<file path="src/rtl/peripheral_int_gateway.sv">
// Conditions raw peripheral interrupt lines into per-source pending/in-service
// requests for the core interrupt controller (one irq_out bit per mcause 16+i),
// with a claim/complete register handshake for software.
//
// Ports:
//   clk, rst_n                  core clock, synchronous active-low reset
//   src_irq[NUM_SRC]            raw asynchronous source lines, active-high
//   reg_req/reg_we/reg_addr/    register access strobe (1 cycle), 1=write,
//   reg_wdata                   word offset, write data
//   reg_rdata/reg_ready         read data + 1-cycle response pulse (N+1)
//   irq_out[NUM_SRC], any_irq   registered requests and their OR
//
// Register map (word offset): 0 ENABLE, 1 EDGE, 2 PENDING (W1C edge bits),
// 3 CLAIM (read=claim, write=complete), 4 INSVC, 5..7 read 0.
//
// Optional feature macro: INTGW_GLITCH_FILTER_EN -- level-mode sources must be
// stable for 4 consecutive synchronized cycles before their level is used.
//
// Per-source state IDLE/PEND/INSVC is encoded by the (pending, in_service)
// bit pair rather than a separate state vector.

module peripheral_int_gateway #(
  parameter int NUM_SRC     = 16,
  parameter int SYNC_STAGES = 2
) (
  input  logic               clk,
  input  logic               rst_n,
  input  logic [NUM_SRC-1:0] src_irq,
  input  logic               reg_req,
  input  logic               reg_we,
  input  logic [2:0]         reg_addr,
  input  logic [31:0]        reg_wdata,
  output logic [31:0]        reg_rdata,
  output logic               reg_ready,
  output logic [NUM_SRC-1:0] irq_out,
  output logic               any_irq
);

  localparam logic [2:0] A_ENABLE  = 3'd0;
  localparam logic [2:0] A_EDGE    = 3'd1;
  localparam logic [2:0] A_PENDING = 3'd2;
  localparam logic [2:0] A_CLAIM   = 3'd3;
  localparam logic [2:0] A_INSVC   = 3'd4;

  logic [SYNC_STAGES-1:0][NUM_SRC-1:0] sync_q;
  logic [NUM_SRC-1:0] synced, prev_q, rise, lvl;
  logic [NUM_SRC-1:0] en_q, edge_q, pend_edge_q, insvc_q;

  logic [NUM_SRC-1:0] en_n, edge_n, pend_edge_n, insvc_n, irq_n;
  logic [NUM_SRC-1:0] pend_cur, cand, claim_oh, claim_do, cmp_hit, cmp_clr, w1c, edge_chg;
  logic [31:0]        claim_id, rdata_n;
  logic               wr, rd;

  assign synced = sync_q[SYNC_STAGES-1];
  assign rise   = synced & ~prev_q;

`ifdef INTGW_GLITCH_FILTER_EN
  // Filtered level only flips once the last four synced samples agree.
  logic [NUM_SRC-1:0][3:0] hist_q;
  logic [NUM_SRC-1:0]      filt_q;

  always_ff @(posedge clk) begin
    if (!rst_n) begin
      hist_q <= '0;
      filt_q <= '0;
    end else begin
      for (int i = 0; i < NUM_SRC; i++) begin
        hist_q[i] <= {hist_q[i][2:0], synced[i]};
        if (&hist_q[i])
          filt_q[i] <= 1'b1;
        else if (~|hist_q[i])
          filt_q[i] <= 1'b0;
      end
    end
  end

  assign lvl = filt_q;
`else
  assign lvl = synced;
`endif

  always_comb begin
    wr       = reg_req & reg_we;
    rd       = reg_req & ~reg_we;

    // Level sources are never latched; only edge sources hold a pending flop.
    pend_cur = (edge_q & pend_edge_q) | (~edge_q & lvl & ~insvc_q);
    cand     = pend_cur & en_q & ~insvc_q;

    // Ascending scan so the highest-index candidate is the one left standing.
    claim_oh = '0;
    claim_id = '0;
    cmp_hit  = '0;
    for (int i = 0; i < NUM_SRC; i++) begin
      if (cand[i]) begin
        claim_oh    = '0;
        claim_oh[i] = 1'b1;
        claim_id    = 32'(i + 1);
      end
      cmp_hit[i] = (reg_wdata == 32'(i + 1));
    end

    claim_do = (rd && reg_addr == A_CLAIM) ? claim_oh : '0;
    cmp_clr  = (wr && reg_addr == A_CLAIM) ? (cmp_hit & insvc_q) : '0;
    w1c      = (wr && reg_addr == A_PENDING) ? reg_wdata[NUM_SRC-1:0] : '0;

    en_n     = (wr && reg_addr == A_ENABLE) ? reg_wdata[NUM_SRC-1:0] : en_q;
    edge_n   = (wr && reg_addr == A_EDGE)   ? reg_wdata[NUM_SRC-1:0] : edge_q;
    edge_chg = edge_q ^ edge_n;

    // A new edge beats a claim/W1C in the same cycle; a mode change always clears.
    pend_edge_n = ((pend_edge_q & ~w1c & ~claim_do) | (rise & edge_q)) & edge_n & ~edge_chg;
    insvc_n     = (insvc_q | claim_do) & ~cmp_clr;
    irq_n       = ((edge_n & pend_edge_n) | (~edge_n & lvl & ~insvc_n)) & en_n & ~insvc_n;

    rdata_n = '0;
    if (rd) begin
      case (reg_addr)
        A_ENABLE:  rdata_n[NUM_SRC-1:0] = en_q;
        A_EDGE:    rdata_n[NUM_SRC-1:0] = edge_q;
        A_PENDING: rdata_n[NUM_SRC-1:0] = pend_cur;
        A_CLAIM:   rdata_n              = claim_id;
        A_INSVC:   rdata_n[NUM_SRC-1:0] = insvc_q;
        default:   rdata_n              = '0;
      endcase
    end
  end

  always_ff @(posedge clk) begin
    if (!rst_n) begin
      sync_q      <= '0;
      prev_q      <= '0;
      en_q        <= '0;
      edge_q      <= '0;
      pend_edge_q <= '0;
      insvc_q     <= '0;
      irq_out     <= '0;
      reg_rdata   <= '0;
      reg_ready   <= 1'b0;
    end else begin
      sync_q[0] <= src_irq;
      for (int s = 1; s < SYNC_STAGES; s++)
        sync_q[s] <= sync_q[s-1];
      prev_q      <= synced;
      en_q        <= en_n;
      edge_q      <= edge_n;
      pend_edge_q <= pend_edge_n;
      insvc_q     <= insvc_n;
      irq_out     <= irq_n;
      reg_rdata   <= rdata_n;
      reg_ready   <= reg_req;
    end
  end

  assign any_irq = |irq_out;

endmodule

</file>
<file path="config.mk">
export PLATFORM = sky130hd
export DESIGN_NAME = peripheral_int_gateway
export DESIGN_NICKNAME = d
export VERILOG_FILES = /design/src/rtl/peripheral_int_gateway.sv
export SDC_FILE = /design/constraint.sdc
export NUM_CORES = 1
export LEC_CHECK = 0
export CORE_UTILIZATION = 49
export DETAILED_ROUTE_END_ITERATION = 7
export GPL_ROUTABILITY_DRIVEN = 0
export PLACE_DENSITY = 0.83
export RECOVER_POWER = 25
export SLEW_MARGIN = 20
export SYNTH_ARGS = -nofsm -noshare
export SYNTH_HDL_FRONTEND = slang
export SYNTH_SLANG_ARGS = --single-unit
</file>
<file path="constraint.sdc">
create_clock -name clk -period 2.1 [get_ports clk]
set_input_delay 0.63 -clock clk [delete_from_list [all_inputs] [get_ports clk]]
set_output_delay 0.63 -clock clk [all_outputs]
set_load 0.05 [all_outputs]
</file>
# ---- Word level (Yosys, flattened, before mapping)
# Cells that the tools add are included.
dict set report word_totals {
  register_bits 161
  in_bits 55
}
dict set report op_classes {
  n_eq_ne 20
  muxes 38
  bitwise 38
  n_reduce_logical 9
}
# cell count
set ops {}
lappend ops {{two-way mux 16 bit} 35}
lappend ops {{bitwise AND 16 bit} 18}
lappend ops {{== test 32 x 4 -> 1 bit (second input constant)} 8}
lappend ops {{NOT 16 bit} 9}
lappend ops {{== test 32 x 3 -> 1 bit (second input constant)} 4}
lappend ops {{case mux 16 bit (5 select lines)} 1}
lappend ops {{== test 32 x 2 -> 1 bit (second input constant)} 2}
lappend ops {{bitwise OR 16 bit} 4}
lappend ops {{== test 32 x 1 -> 1 bit (second input constant)} 1}
lappend ops {{== test 32 x 5 -> 1 bit (second input constant)} 1}
lappend ops {{OR reduction 18 bit} 1}
lappend ops {{OR reduction 16 bit} 1}
lappend ops {{XOR 16 bit} 1}
lappend ops {{== test 3 x 2 -> 1 bit (second input constant)} 2}
lappend ops {{logical AND 1 bit} 5}
lappend ops {{NOT 1 bit} 4}
lappend ops {{== test 3 x 1 -> 1 bit (second input constant)} 1}
lappend ops {{== test 3 bit (second input constant)} 1}
lappend ops {{zero test 3 bit} 1}
lappend ops {{bitwise AND 1 bit} 2}
lappend ops {{two-way mux 1 bit} 2}
lappend ops {{AND reduction 2 bit} 1}

# ---- Depth between registers and ports, before layout
dict set report logic_depth {
  word_depth 32
  depth_mapped 8
  ltp_nobuf 5
}

# ---- Worst setup path after synthesis
# No wires, ideal clock.
dict set report synth_path {
  path_type {in2reg}
  start {input reg_wdata[21]}
  end {register irq_out[11]}
  arrival_time_ps 2155
  t_required_ps 2013
  path_slack_ps -142
  cell_stages 5
  n_path_buf 0
  path_cell_list {or4_1 > nor3_4 > nand4_4 > o41a_1 > nor4b_2}
}
dict set report synth_between {
  elab_chain_cells 10
}
# element line_no
set synth_lines {}
lappend synth_lines {{start: declaration} 32} ;# input logic [31:0] reg_wdata,
lappend synth_lines {{== test 32 x 4 -> 1 bit *} 100} ;# cmp_hit[i] = (reg_wdata == 32'(i + 1));
lappend synth_lines {{bitwise AND 16 bit *} 104} ;# cmp_clr = (wr && reg_addr == A_CLAIM) ? (cmp_hit & insvc_q) : '0;
lappend synth_lines {{two-way mux 16 bit *} 104}
lappend synth_lines {{NOT 16 bit *} 113} ;# insvc_n = (insvc_q | claim_do) & ~cmp_clr;
lappend synth_lines {{bitwise AND 16 bit *} 113}
lappend synth_lines {{NOT 16 bit *} 114} ;# irq_n = ((edge_n & pend_edge_n) | (~edge_n & lvl & ~insvc_n)) & en_n & ~insvc_n;
lappend synth_lines {{bitwise AND 16 bit} 114}
lappend synth_lines {{bitwise OR 16 bit} 114}
lappend synth_lines {{bitwise AND 16 bit} 114}
lappend synth_lines {{bitwise AND 16 bit *} 114}
lappend synth_lines {{end signal: assignment} 149} ;# irq_out <= irq_n;
lappend synth_lines {{end: declaration} 35} ;# output logic [NUM_SRC-1:0] irq_out,
# Every way passes the cells marked *; elsewhere a longest branch is shown, timed or not.
# A chain may end at the register's enable or synchronous reset.

# ---- Worst setup path in the final report
dict set report layout_path {
  start {register irq_out[9]}
  end {output any_irq}
}
dict set report layout_between {
  elab_chain_cells 1
}
# element line_no
set layout_lines {}
lappend layout_lines {{OR reduction 16 bit} 155} ;# assign any_irq = |irq_out;
lappend layout_lines {{end: declaration} 36} ;# output logic any_irq
# Every way passes these cells.

==> flow_summary.rst <==
.. list-table::
   :header-rows: 1

   * - Metric
     - Value
   * - Status
     - complete, but fails checks
   * - Violated checks
     - design-rule violations, negative setup slack
   * - Proportion of netlist area held by the largest area contributor
     - 40.5%
   * - Number of buffers on the longest clock path
     - 2
   * - Finish-stage setup viols
     - 16
   * - Number of flops mapped to enable cells by yosys
     - 0
   * - Die Ht
     - 123 um
   * - Clock network latency to the later pin of the worst-skew pair
     - 0.44 ns
   * - Clock-pin slew reported for the worst setup and hold paths after clock tree synthesis
     - 0.06 ns
   * - Multi-input gate area in the final layout
     - 4290 um2
   * - Worst hold path class
     - register to register
   * - Critical Path Source Type
     - register
   * - Async set-or-reset flop fraction in the synthesized netlist
     - 0%
   * - Clock tree from TritonCTS
     - built
   * - Share of cells above drive strength 1
     - 28.6%
   * - Switching pwr
     - 1.61 mW
   * - Gr ovfl total
     - 0
   * - Number of buffers inserted by port buffering
     - 88
   * - Number of global-route vias before repair
     - 7388
   * - Critical path class
     - register to output pin
   * - Number of I/O pins
     - 105
   * - Library cell with the largest summed area after synthesis
     - sky130_fd_sc_hd__dfxtp_1
   * - Starting density of the core
     - 50.9%
   * - Post-synthesis sequential element count
     - 145
   * - Fillcell total
     - 1010
   * - Count of cell types in the netlist
     - 79
   * - Clock power frac
     - 45.7%
   * - Logic gate share of total power
     - 10.7%
   * - Commonest non-fill, non-tap cells in the layout
     - sky130_fd_sc_hd__buf_4 (177), sky130_fd_sc_hd__dfxtp_1 (141), sky130_fd_sc_hd__nand2_1 (95), sky130_fd_sc_hd__a21oi_1 (77), sky130_fd_sc_hd__nor2_1 (53)
   * - CTS Buf Count
     - 17
   * - Mapped Area
     - 7170 um2
   * - Clock skew after layout
     - 0.0153 ns
   * - Peak per-stage delay on the critical path
     - 0.40 ns
   * - Maximum capacitance violations
     - 0
   * - Vias post-DR
     - 7939
   * - Cell depth of the worst min-delay path
     - 1
   * - Most common cell after layout, fill and taps aside
     - sky130_fd_sc_hd__buf_4
   * - Net switching share of the total power
     - 24.8%
   * - Series of cell instances along the critical path
     - nor4_2, nand4_1, buf_6
   * - Post-DR wirelength/cell
     - 21.2 um
   * - Synthesized instance count
     - 839
   * - Number of antenna violations at the first check in global routing
     - 0
   * - Internal Dissipation
     - 4.88 mW
   * - Final wirelength
     - 26.4 mm
   * - Final WS setup
     - -0.163 ns
   * - Flip-flop cell with the highest count after synthesis
     - sky130_fd_sc_hd__dfxtp_1
   * - CTS hold repair buffers
     - 0
   * - Final period demand of the worst path
     - 2.26 ns
   * - Final cell count without fillers
     - 1248
   * - Final worst hold slack
     - 0.427 ns
   * - Power per unit of standard cell area
     - 641 nW/um2
   * - Reg2reg start
     - edge_q[11]
   * - Count of final max-slew check failures
     - 0
   * - Placed cell count
     - 1205
   * - Critical path peak fanout
     - 2
   * - Critical-path top delay cell
     - sky130_fd_sc_hd__nor4_2
   * - Post-Route Utilization
     - 71.8%
   * - Chip width
     - 123 um
   * - Setup TNS after final layout
     - -1.07 ns
   * - Total number of H-tree levels
     - 4
   * - Main area contributors after synthesis
     - sky130_fd_sc_hd__dfxtp_1 (40%), sky130_fd_sc_hd__a21oi_1 (5.6%), sky130_fd_sc_hd__nand2_1 (5.0%), sky130_fd_sc_hd__and2_1 (4.1%), sky130_fd_sc_hd__mux2i_1 (3.6%)
   * - Relative area change from synthesis to final layout
     - 41.3%
   * - Worst endpoint data arrival time
     - 1.63 ns
   * - Buffer cell driving the clock tree root
     - sky130_fd_sc_hd__clkbuf_16
   * - Count of antenna-violating nets left after detailed routing
     - 0
   * - VDD IR max
     - 584 uV
   * - Sequential power share
     - 43.6%
   * - Worst setup path start
     - irq_out[9]
   * - Leakage power of the design
     - 4.00 nW
   * - Pin slew with the least headroom to its limit
     - 1.25 ns
   * - Period utilisation layout
     - 108%
   * - Detailed router's first-iteration violation count
     - 1223
   * - Data required time at the worst endpoint
     - 1.47 ns
   * - Die Area
     - 15100 um2
   * - Number of endpoints with negative hold slack in the final report
     - 0
   * - Cell area reported after detailed placement
     - 9110 um2
   * - Global-route wire length before repair
     - 38.2 mm
   * - Power consumption
     - 6.49 mW
   * - Worst setup timing slack at the placement stage
     - -0.785 ns
   * - Count of clock tree sinks
     - 145
   * - Unrepaired setup endpoints after global routing
     - true
   * - Core Rows
     - 43
   * - DRC viols
     - 10
   * - Highest Clock Rate
     - 0.442 GHz
   * - Post-DR vias/cell
     - 6.36
   * - Largest net degree at the start of global routing
     - 30
   * - Detailed placer's ending HPWL
     - 17.4 mm
   * - Sequential share of the synthesized area
     - 40.5%
   * - Post-Syn Area per Cell
     - 8.55 um2
   * - Number of iterations in the first detailed-routing pass
     - 8
   * - Relative slew slack
     - 16.7%
   * - Total number of nets in the final design
     - 1112
   * - Ant. Diodes
     - 0
   * - HP Start
     - sync_q[6]
   * - Post-route cell area
     - 10100 um2
   * - Core region area
     - 14100 um2
   * - Sequential cell area in the final layout
     - 2910 um2
   * - Synth warnings
     - 0
   * - Worst r2r path cells
     - 7
   * - Total track usage
     - 34.0%
   * - Kind of end point of the critical path
     - output pin
[critical path, delay by kind of cell (launching register included)]
kind | cells | cell delay (ns)
buf+inv | 1 | 0.22
flops | 1 | 0.36
simple gates | 2 | 0.63
[registers in the layout, indices dropped and copies added, names as in the netlist]
register	cells
irq_out	16
sync_q	16
pend_edge_q	16
reg_ready	1
edge_q	16
prev_q	16
lvl	16
reg_rdata	16
insvc_q	16
en_q	16
[layer usage]
layer | vias to the layer above | GRT usage [%] | share of wire, %
met5 | - | 0 | 0
met4 | 0 | 19.7 | 7.5
met3 | 228 | 9.55 | 13
met2 | 665 | 51.9 | 43
met1 | 3611 | 42.8 | 36
li1 | 3435 | - | -
[layout make-up]
type	instances	share of cell area, %
clock buffers	21	4.55
clock inverters	9	1.09
inverters	14	0.519
multi-input cells	628	42.4
flip-flops and latches	145	28.7
well taps	180	2.22
repair buffers	251	20.5
[cell families (layout without fill, tap and decap cells)]
family | Yosys count | after routing | synth area share [%]
multiplexers | 34 | 34 | 4.99
other | 1 | 16 | 0.0523
AND/OR/NAND/NOR | 348 | 348 | 26.8
AO/OA/AOI/OAI | 230 | 230 | 22.3
buffers and inverters | 81 | 295 | 5.39
flip-flops | 145 | 145 | 40.5
[synthesized netlist by cell type (6+ instances only)]
master                      instances
sky130_fd_sc_hd__dfxtp_1          145
sky130_fd_sc_hd__nand2_1           96
sky130_fd_sc_hd__a21oi_1           80
sky130_fd_sc_hd__nor2_1            57
sky130_fd_sc_hd__and2_1            47
sky130_fd_sc_hd__clkbuf_1          38
sky130_fd_sc_hd__nand2b_1          29
sky130_fd_sc_hd__mux2i_1           26
sky130_fd_sc_hd__o21ai_0           23
sky130_fd_sc_hd__buf_4             17
sky130_fd_sc_hd__nand3_1           15
sky130_fd_sc_hd__inv_1             14
sky130_fd_sc_hd__nor2b_1           14
sky130_fd_sc_hd__nor3_1            14
sky130_fd_sc_hd__o21a_1            14
sky130_fd_sc_hd__a2bb2oi_1         13
sky130_fd_sc_hd__nor3b_1           10
sky130_fd_sc_hd__nor4_1            10
sky130_fd_sc_hd__buf_2              9
sky130_fd_sc_hd__o31ai_1            9
sky130_fd_sc_hd__and4_1             8
sky130_fd_sc_hd__nand4_1            8
sky130_fd_sc_hd__o211ai_1           8
sky130_fd_sc_hd__a211oi_1           7
sky130_fd_sc_hd__o22a_1             7
sky130_fd_sc_hd__o2bb2ai_1          7
sky130_fd_sc_hd__and3_1             6
sky130_fd_sc_hd__mux2_2             6
[path summary, 6_finish.rpt]
path	to	slack (ns)
worst max-delay path	any_irq	-0.16
worst min-delay path	lvl[6]	0.43
worst max register to register	pend_edge_q[8]	-0.03
worst min register to register	lvl[6]	0.43
[power by group through the flow]
| stage | sequential [mW] | clock (mW) | combinational [mW] |
|---|---|---|---|
| 3_3_place_gp | 2.89 | 0 | 0.638 |
| 6_report | 2.83 | 2.96 | 0.696 |
| 5_1_grt | 2.83 | 3.11 | 0.718 |
| 4_1_cts | 2.83 | 2.97 | 0.644 |
| 3_5_place_dp | 2.89 | 0 | 0.645 |
| 2_1_floorplan | 2.89 | 0 | 0.321 |
[what timing repair did]
action / CTS / global route
endpoints found under the hold margin: 0 / 0
pin swaps: 23 / 28
buffers inserted: 11 / 3
resized for setup: 65 / 74
endpoints found under the setup margin: 59 / 46
gates cloned: 0 / 0
No activity file was read; power rests on OpenSTA's default activity.
